File: src/rtl/dec_rr_arbiter.sv
// -----------------------------------------------------------------------------
// dec_rr_arbiter
//
// Round-robin arbiter that shares one 2-to-4 decoder (decoder2) among four
// requesters. The registered grant drives the decoder's select pair {I1,I2}
// and enable E. A one-hot copy of the decoder output is provided on gnt.
//
// Optional feature macro: DEC_ARB_TIMEOUT_EN
//   defined   : a grant is revoked after MAX_HOLD consecutive cycles, and
//               expire pulses for the first cycle after the revocation.
//   undefined : no hold counter; a grant lasts until its requester releases;
//               expire is constant 0.
//
// Parameters:
//   MAX_HOLD : maximum consecutive grant cycles (1..15), timeout build only
//   CNT_W    : hold counter width, 2**CNT_W > MAX_HOLD
//
// Ports:
//   clk    in   rising-edge clock
//   rst    in   synchronous active-high reset
//   req    in   [3:0] request vector, req[k] held while requester k needs it
//   I1     out  select MSB (granted index bit 1)
//   I2     out  select LSB (granted index bit 0)
//   E      out  decoder enable, high while a grant is active
//   gnt    out  [3:0] one-hot grant, equals decoder2 output for {I1,I2,E}
//   busy   out  high in GRANT or GAP
//   expire out  one-cycle pulse when a grant is revoked by timeout
// -----------------------------------------------------------------------------
module dec_rr_arbiter #(
    parameter int MAX_HOLD = 8,
    parameter int CNT_W    = 4
) (
    input  logic       clk,
    input  logic       rst,
    input  logic [3:0] req,
    output logic       I1,
    output logic       I2,
    output logic       E,
    output logic [3:0] gnt,
    output logic       busy,
    output logic       expire
);

    // Reject illegal configurations at elaboration time.
    if (MAX_HOLD < 1 || MAX_HOLD > 15 || (2 ** CNT_W) <= MAX_HOLD) begin : g_bad_param
        $error("dec_rr_arbiter: illegal MAX_HOLD/CNT_W combination");
    end

    typedef enum logic [1:0] {
        IDLE  = 2'd0,
        GRANT = 2'd1,
        GAP   = 2'd2
    } state_t;

    state_t     state, state_nxt;
    logic [1:0] sel, sel_nxt;     // granted index, drives {I1,I2}
    logic [1:0] last, last_nxt;   // most recently served requester
    logic [1:0] winner;
    logic       e_nxt, busy_nxt, expire_nxt;
    logic [3:0] gnt_nxt;
    logic       hold_done;

    assign I1 = sel[1];
    assign I2 = sel[0];

`ifdef DEC_ARB_TIMEOUT_EN
    logic [CNT_W-1:0] cnt, cnt_nxt;
    assign hold_done = (cnt == CNT_W'(MAX_HOLD - 1));
`else
    assign hold_done = 1'b0;
`endif

    // Rotating priority search starting just after the last served index,
    // so the requester that was served most recently is checked last.
    always_comb begin
        // NOTE: every variable assigned in a combinational block gets a
        // default first; a path that leaves one unassigned infers a latch.
        winner = last;
        for (int i = 4; i >= 1; i--) begin
            if (req[2'(last + 2'(i))]) winner = 2'(last + 2'(i));
        end
    end

    always_comb begin
        state_nxt  = state;
        sel_nxt    = sel;
        last_nxt   = last;
        e_nxt      = E;
        busy_nxt   = busy;
        expire_nxt = 1'b0;
`ifdef DEC_ARB_TIMEOUT_EN
        cnt_nxt    = cnt;
`endif
        case (state)
            IDLE: begin
                e_nxt    = 1'b0;
                busy_nxt = 1'b0;
                if (|req) begin
                    state_nxt = GRANT;
                    sel_nxt   = winner;
                    last_nxt  = winner;
                    e_nxt     = 1'b1;
                    busy_nxt  = 1'b1;
`ifdef DEC_ARB_TIMEOUT_EN
                    cnt_nxt   = '0;
`endif
                end
            end
            GRANT: begin
                // Release takes precedence over timeout, so expire only
                // fires when the holder still wants the decoder.
                if (!req[sel]) begin
                    state_nxt = GAP;
                    e_nxt     = 1'b0;
                end else if (hold_done) begin
                    state_nxt  = GAP;
                    e_nxt      = 1'b0;
                    expire_nxt = 1'b1;
                end else begin
`ifdef DEC_ARB_TIMEOUT_EN
                    if (cnt != {CNT_W{1'b1}}) cnt_nxt = cnt + 1'b1;
`endif
                end
            end
            GAP: begin
                // Select lines hold their value so the decoder inputs stay
                // stable while it is disabled.
                state_nxt = IDLE;
                e_nxt     = 1'b0;
                busy_nxt  = 1'b0;
            end
            default: begin
                state_nxt = IDLE;
                e_nxt     = 1'b0;
                busy_nxt  = 1'b0;
            end
        endcase
        gnt_nxt = e_nxt ? (4'b0001 << sel_nxt) : 4'b0000;
    end

    always_ff @(posedge clk) begin
        // NOTE: state registers use non-blocking assignments so every
        // register samples the pre-edge values, independent of order.
        if (rst) begin
            state  <= IDLE;
            sel    <= 2'b00;
            last   <= 2'd3;
            E      <= 1'b0;
            gnt    <= 4'b0000;
            busy   <= 1'b0;
            expire <= 1'b0;
        end else begin
            state  <= state_nxt;
            sel    <= sel_nxt;
            last   <= last_nxt;
            E      <= e_nxt;
            gnt    <= gnt_nxt;
            busy   <= busy_nxt;
            expire <= expire_nxt;
        end
    end

`ifdef DEC_ARB_TIMEOUT_EN
    always_ff @(posedge clk) begin
        if (rst) cnt <= '0;
        else     cnt <= cnt_nxt;
    end
`endif

endmodule

File: config.mk
export PLATFORM = sky130hd
export DESIGN_NAME = dec_rr_arbiter
export DESIGN_NICKNAME = d
export VERILOG_FILES = /design/src/rtl/dec_rr_arbiter.sv
export SDC_FILE = /design/constraint.sdc
export NUM_CORES = 1
export LEC_CHECK = 0
export ABC_AREA = 1
export BUFFER_PORTS_ARGS = -buffer_cell sky130_fd_sc_hd__buf_2
export CAP_MARGIN = 10
export CORE_MARGIN = 1.5
export CORE_UTILIZATION = 37
export CTS_BUF_LIST = sky130_fd_sc_hd__clkbuf_8
export DETAILED_ROUTE_END_ITERATION = 16
export HOLD_SLACK_MARGIN = 0.08
export MAX_ROUTING_LAYER = met4
export PLACE_DENSITY = 0.63
export SLEW_MARGIN = 20
export SYNTH_ARGS = -nofsm -noshare
export SYNTH_HDL_FRONTEND = slang
export SYNTH_SLANG_ARGS = --single-unit
File: constraint.sdc
create_clock -name clk -period 2 [get_ports clk]
set_clock_uncertainty 0.1 [all_clocks]
set_input_delay 0.3 -clock clk [delete_from_list [all_inputs] [get_ports clk]]
set_output_delay 0.3 -clock clk [all_outputs]
set_load 0.02 [all_outputs]
After elaboration in Yosys (flattened, before gate mapping). Cells that the tools add are included.

Memories kept: 0. Memory bits (read-only): 0. Bits in registers: 12. Output and inout bits: 9. Input bits: 6. Word-level logic and storage cells: 43. Bits in latches: 0. RAM bits: 0.

Shift-type cells: 1. Reduce and logical (&&, ||, !) cells: 5. Bitwise operators: 1. $lt $le $gt $ge: 4. Equality and inequality tests: 3. Div/mod/pow operators: 0. $mul: 0. Add/sub/neg operators: 3. Mux-type cells: 20.

Operators with widths (count): 2-bit 2-to-1 mux (7); 2-bit by 3-bit less-than comparator with 1-bit output (second input constant) (4); 1-bit binary-select mux with 2-bit select (4); 1-bit 2-to-1 mux (6); 2-bit adder (second input constant) (2); 2-bit != test (second input constant) (2); 1-bit one-hot mux with 2 select lines (2); 2-bit one-hot mux with 2 select lines (1); 2-bit AND reduction (2); 4-bit OR reduction (1); 1-bit by 2-bit left shift with 4-bit output (first input constant) (1); 2-bit by 1-bit adder with 2-bit output (second input constant) (1); 2-bit by 1-bit equality test with 1-bit output (second input constant) (1); 2-bit logical NOT (1); 2-bit OR reduction (1); 1-bit NOT (1).

Depth between registers and ports, before layout.
Word-level depth: 9. Depth in mapped cells: 13. Gate-level depth less buffers: 12.

Worst setup path before layout. No wires, ideal clock.

Path type: reg-to-reg. From: register last[0]. To: register gnt[0]. Path slack: 650 ps. Arrival: 1137 ps. Buffers on the path: 1. Setup time: 113 ps. Stages on the path, launching flop included: 11. Clock period less this slack: 1350 ps. Data required time: 1787 ps. Cells stage by stage: dfxtp_1 -> buf_6 -> nand2_2 -> o21ai_1 -> or2_0 -> nand2_1 -> nand2_1 -> nand2_1 -> nand3_2 -> nand2_1 -> nor2_1.

Cells in the longest elaborated chain, start to end: 9. Elaborated cells on any way between the ends: 15. Those cells by class: 3 x add/sub; 1 x shift; 11 x mux.

Ends and longest elaborated chain: from (decl) (RTL line 57) `logic [1:0] last, last_nxt;`; from (signal assigned) (RTL line 155) `last <= last_nxt;`; 2-bit adder (RTL line 80) `if (req[2'(last + 2'(i))]) winner = 2'(last + 2'(i));`; 1-bit binary-select mux with 2-bit select (RTL line 80); 1-bit 2-to-1 mux (not written as such) (RTL line 80); 2-bit 2-to-1 mux (2 in series) (RTL line 80); 2-bit 2-to-1 mux * (RTL line 80); 2-bit 2-to-1 mux * (RTL line 98) `if (|req) begin`; 2-bit 2-to-1 mux * (RTL line 94) `case (state)`; 1-bit by 2-bit left shift with 4-bit output * (RTL line 138) `gnt_nxt = e_nxt ? (4'b0001 << sel_nxt) : 4'b0000;`; to (signal assigned) (RTL line 157) `gnt <= gnt_nxt;`; to (decl) (RTL line 39) `output logic [3:0] gnt,`.

Every way passes the cells marked *; elsewhere a longest branch is shown, timed or not. The select of a mux whose other input is x is not followed. A chain may end at the register's enable or synchronous reset.

Worst setup path after layout.
From: register last[0]. To: register gnt[2].

The elaborated chain is that of the path after synthesis.

==> results.md <==
* DR DRC count at 0
* RSZ-0062 raised after global routing: no
* Clock transition at path regs at 0.05 ns
* Mapped Nets at 99
* Total power at 0.00116 W
* Setup crit start kind: flip-flop
* Die span in y at 43.5 µm
* Post-DP HPWL at 942 µm
* First-pass iteration count of the detailed router at 4
* Final setup TNS at 0 ns
* Root Buffer: clkbuf_8
* Finished Core Util at 46.6%
* Post-CTS setup repair buffer count at 0
* Post-CTS sizing at 0
* Max Cap Violations at 0
* Vias in the first global route at 520
* Critical path arrival at 1.64 ns
* Mean number of vias per cell at 4.88
* I/O Buffers at 13
* Most common cell after layout, fill and taps aside: nand2_1
* Cell count after synthesis at 93
* Hold buffer count at cts at 0
* Crit-path cells: o21ai_1, or2_0, nand2_1, nand2_1, nand2_1, nand3_2, nand2_1, nor2_1
* Core area at 1520 µm²
* Netlist cell types at 19
* Min-Delay Path Class: primary input to flip-flop
* Critical Path Max Stage Delay at 0.52 ns
* Worst Path Max Fanout at 11
* Die area at 1890 µm²
* Final wirelength at 1180 µm
* Max Slew Vio Count at 0
* Clock tree buffer depth at 2
* Setup crit end kind: flip-flop
* Post-synthesis sequential area ratio at 39.7%
* Die width at 43.5 µm
* First-pass GRT wire length at 2110 µm
* # setup viols final at 0
* Total number of vias at 595
* Final WS setup at 0.388 ns
* Largest net degree at the start of global routing at 12
* Io pins at 15
* Layout cell share with drive strength beyond 1 at 20.8%
* WP buf/inv at 0
* Synth warnings at 0
* Tmin final at 1.61 ns
* Synthesis-to-layout area growth at 17.1%
* Starting Density at 39.7%
* Cell row count at 14
* DR WL/cell at 9.64 µm
* CTS tree: built
* Status: finished, final reports clean
* Grt ovf at 0
* Inserted Clock Buffers at 3
* Final hold viol count at 0
* CP most frequent cell: nand2_1
* Pwr/cell area at 1640 nW/µm²
* Placer congestion estimate at 0.865
* H-tree depth at 1
* Pre-CTS setup slack at 0.397 ns
* Most frequent cells in the layout: nand2_1 (36), buf_2 (13), dfxtp_1 (12), a21oi_1 (9)
* Crit Path Class: flip-flop to flip-flop
* GRT Util Overall at 15.2%
* Syn_area_per_cell at 6.51 µm²
* Antenna violations before repair at 0
* Clock insertion delay at the later pin of the skew report at 0.23 ns
* CP delay by family, top: simple AND/OR/NAND/NOR gates
* Clock Sink Count at 12
* Leakage power at 0.379 nW
* Peak VDD IR at 0.000785 V
* #FFs+latches synth at 12
* Final antenna-violating net count at 0
* Final nets at 114
* Slowest CP cell: dfxtp_1
* Post-synth design cell area at 606 µm²
* Fmax at 620 MHz
* Initial drt markers at 21
* # diodes at 0
* Required time of the critical path at 2.02 ns
* Final period util at 80.6%
[sequential cells by signal (all words and copies together), names as in the netlist]
signal  flops
busy        1
last        2
E           1
gnt         4
state       2
sel         2
[per-layer routing]
| metal | up-vias | routed length (µm) | part of all wire, % | track usage (%) |
|---|---|---|---|---|
| li1 | 320 | - | - | - |
| met1 | 260 | 587 | 50 | 18.8 |
| met2 | 13 | 531 | 45 | 23.6 |
| met3 | 2 | 48 | 4.1 | 2.92 |
| met4 | 0 | 8 | 0.68 | 7.27 |
| met5 | - | 0 | 0 | - |
[layout make-up]
| type | count | area (µm²) |
|---|---|---|
| Inverter | 8 | 30.0 |
| Sequential cell | 12 | 240 |
| Tap cell | 16 | 20.0 |
| Clock buffer | 3 | 41.3 |
| Timing Repair Buffer | 13 | 65.1 |
| Fill cell | 152 | 815 |
| Multi-Input combinational cell | 70 | 313 |
[where the power goes]
part	switching, W	internal (W)
Sequential	0.0000738	0.000321
Clock	0.0000737	0.000131
Combinational	0.000373	0.000190
[per-stage QoR]
| step | instances | hold WS, ns | area (µm²) |
|---|---|---|---|
| 6_report | 122 | 0.247 | 709 |
| 5_1_grt | 122 | 0.258 | 709 |
| 4_1_cts | 122 | 0.238 | 709 |
| 3_5_place_dp | 119 | 0.354 | 668 |
| 3_3_place_gp | 119 | 0.350 | 668 |
| 2_1_floorplan | 93 | 0.339 | 606 |
[kinds of logic (layout without fill, tap and decap cells)]
family | Yosys count | count (layout) | synth area share, %
other | 1 | 1 | 0.619
AOI/OAI and AO/OA | 15 | 15 | 13.4
buffers and inverters | 11 | 24 | 8.68
and+or+nand+nor | 54 | 54 | 37.6
DFF | 12 | 12 | 39.7
[synthesized netlist by cell type]
| cell type | n | area [µm²] |
|---|---|---|
| nand2_1 | 36 | 135 |
| dfxtp_1 | 12 | 240 |
| a21oi_1 | 9 | 45.0 |
| inv_1 | 7 | 26.3 |
| nor2_1 | 7 | 26.3 |
| nand3_1 | 5 | 25.0 |
| nand2_2 | 3 | 18.8 |
| o21ai_1 | 3 | 15.0 |
| a21oi_2 | 1 | 8.76 |
| buf_1 | 1 | 3.75 |
| buf_4 | 1 | 7.51 |
| buf_6 | 1 | 11.3 |
| conb_1 | 1 | 3.75 |
| inv_2 | 1 | 3.75 |
| nand3_2 | 1 | 10.0 |
| nor4_1 | 1 | 6.26 |
| o21ai_0 | 1 | 5.00 |
| o21bai_1 | 1 | 7.51 |
| or2_0 | 1 | 6.26 |
[final timing paths]
kind	start	slack, ns	depth (start not counted)	endpoint
max	last[0]	0.39	8	gnt[2]
min reg2reg	busy	0.36	2	busy
min	rst	0.25	2	state[0]
max reg2reg	last[0]	0.39	8	gnt[2]
No activity file was read; power rests on OpenSTA's default activity.
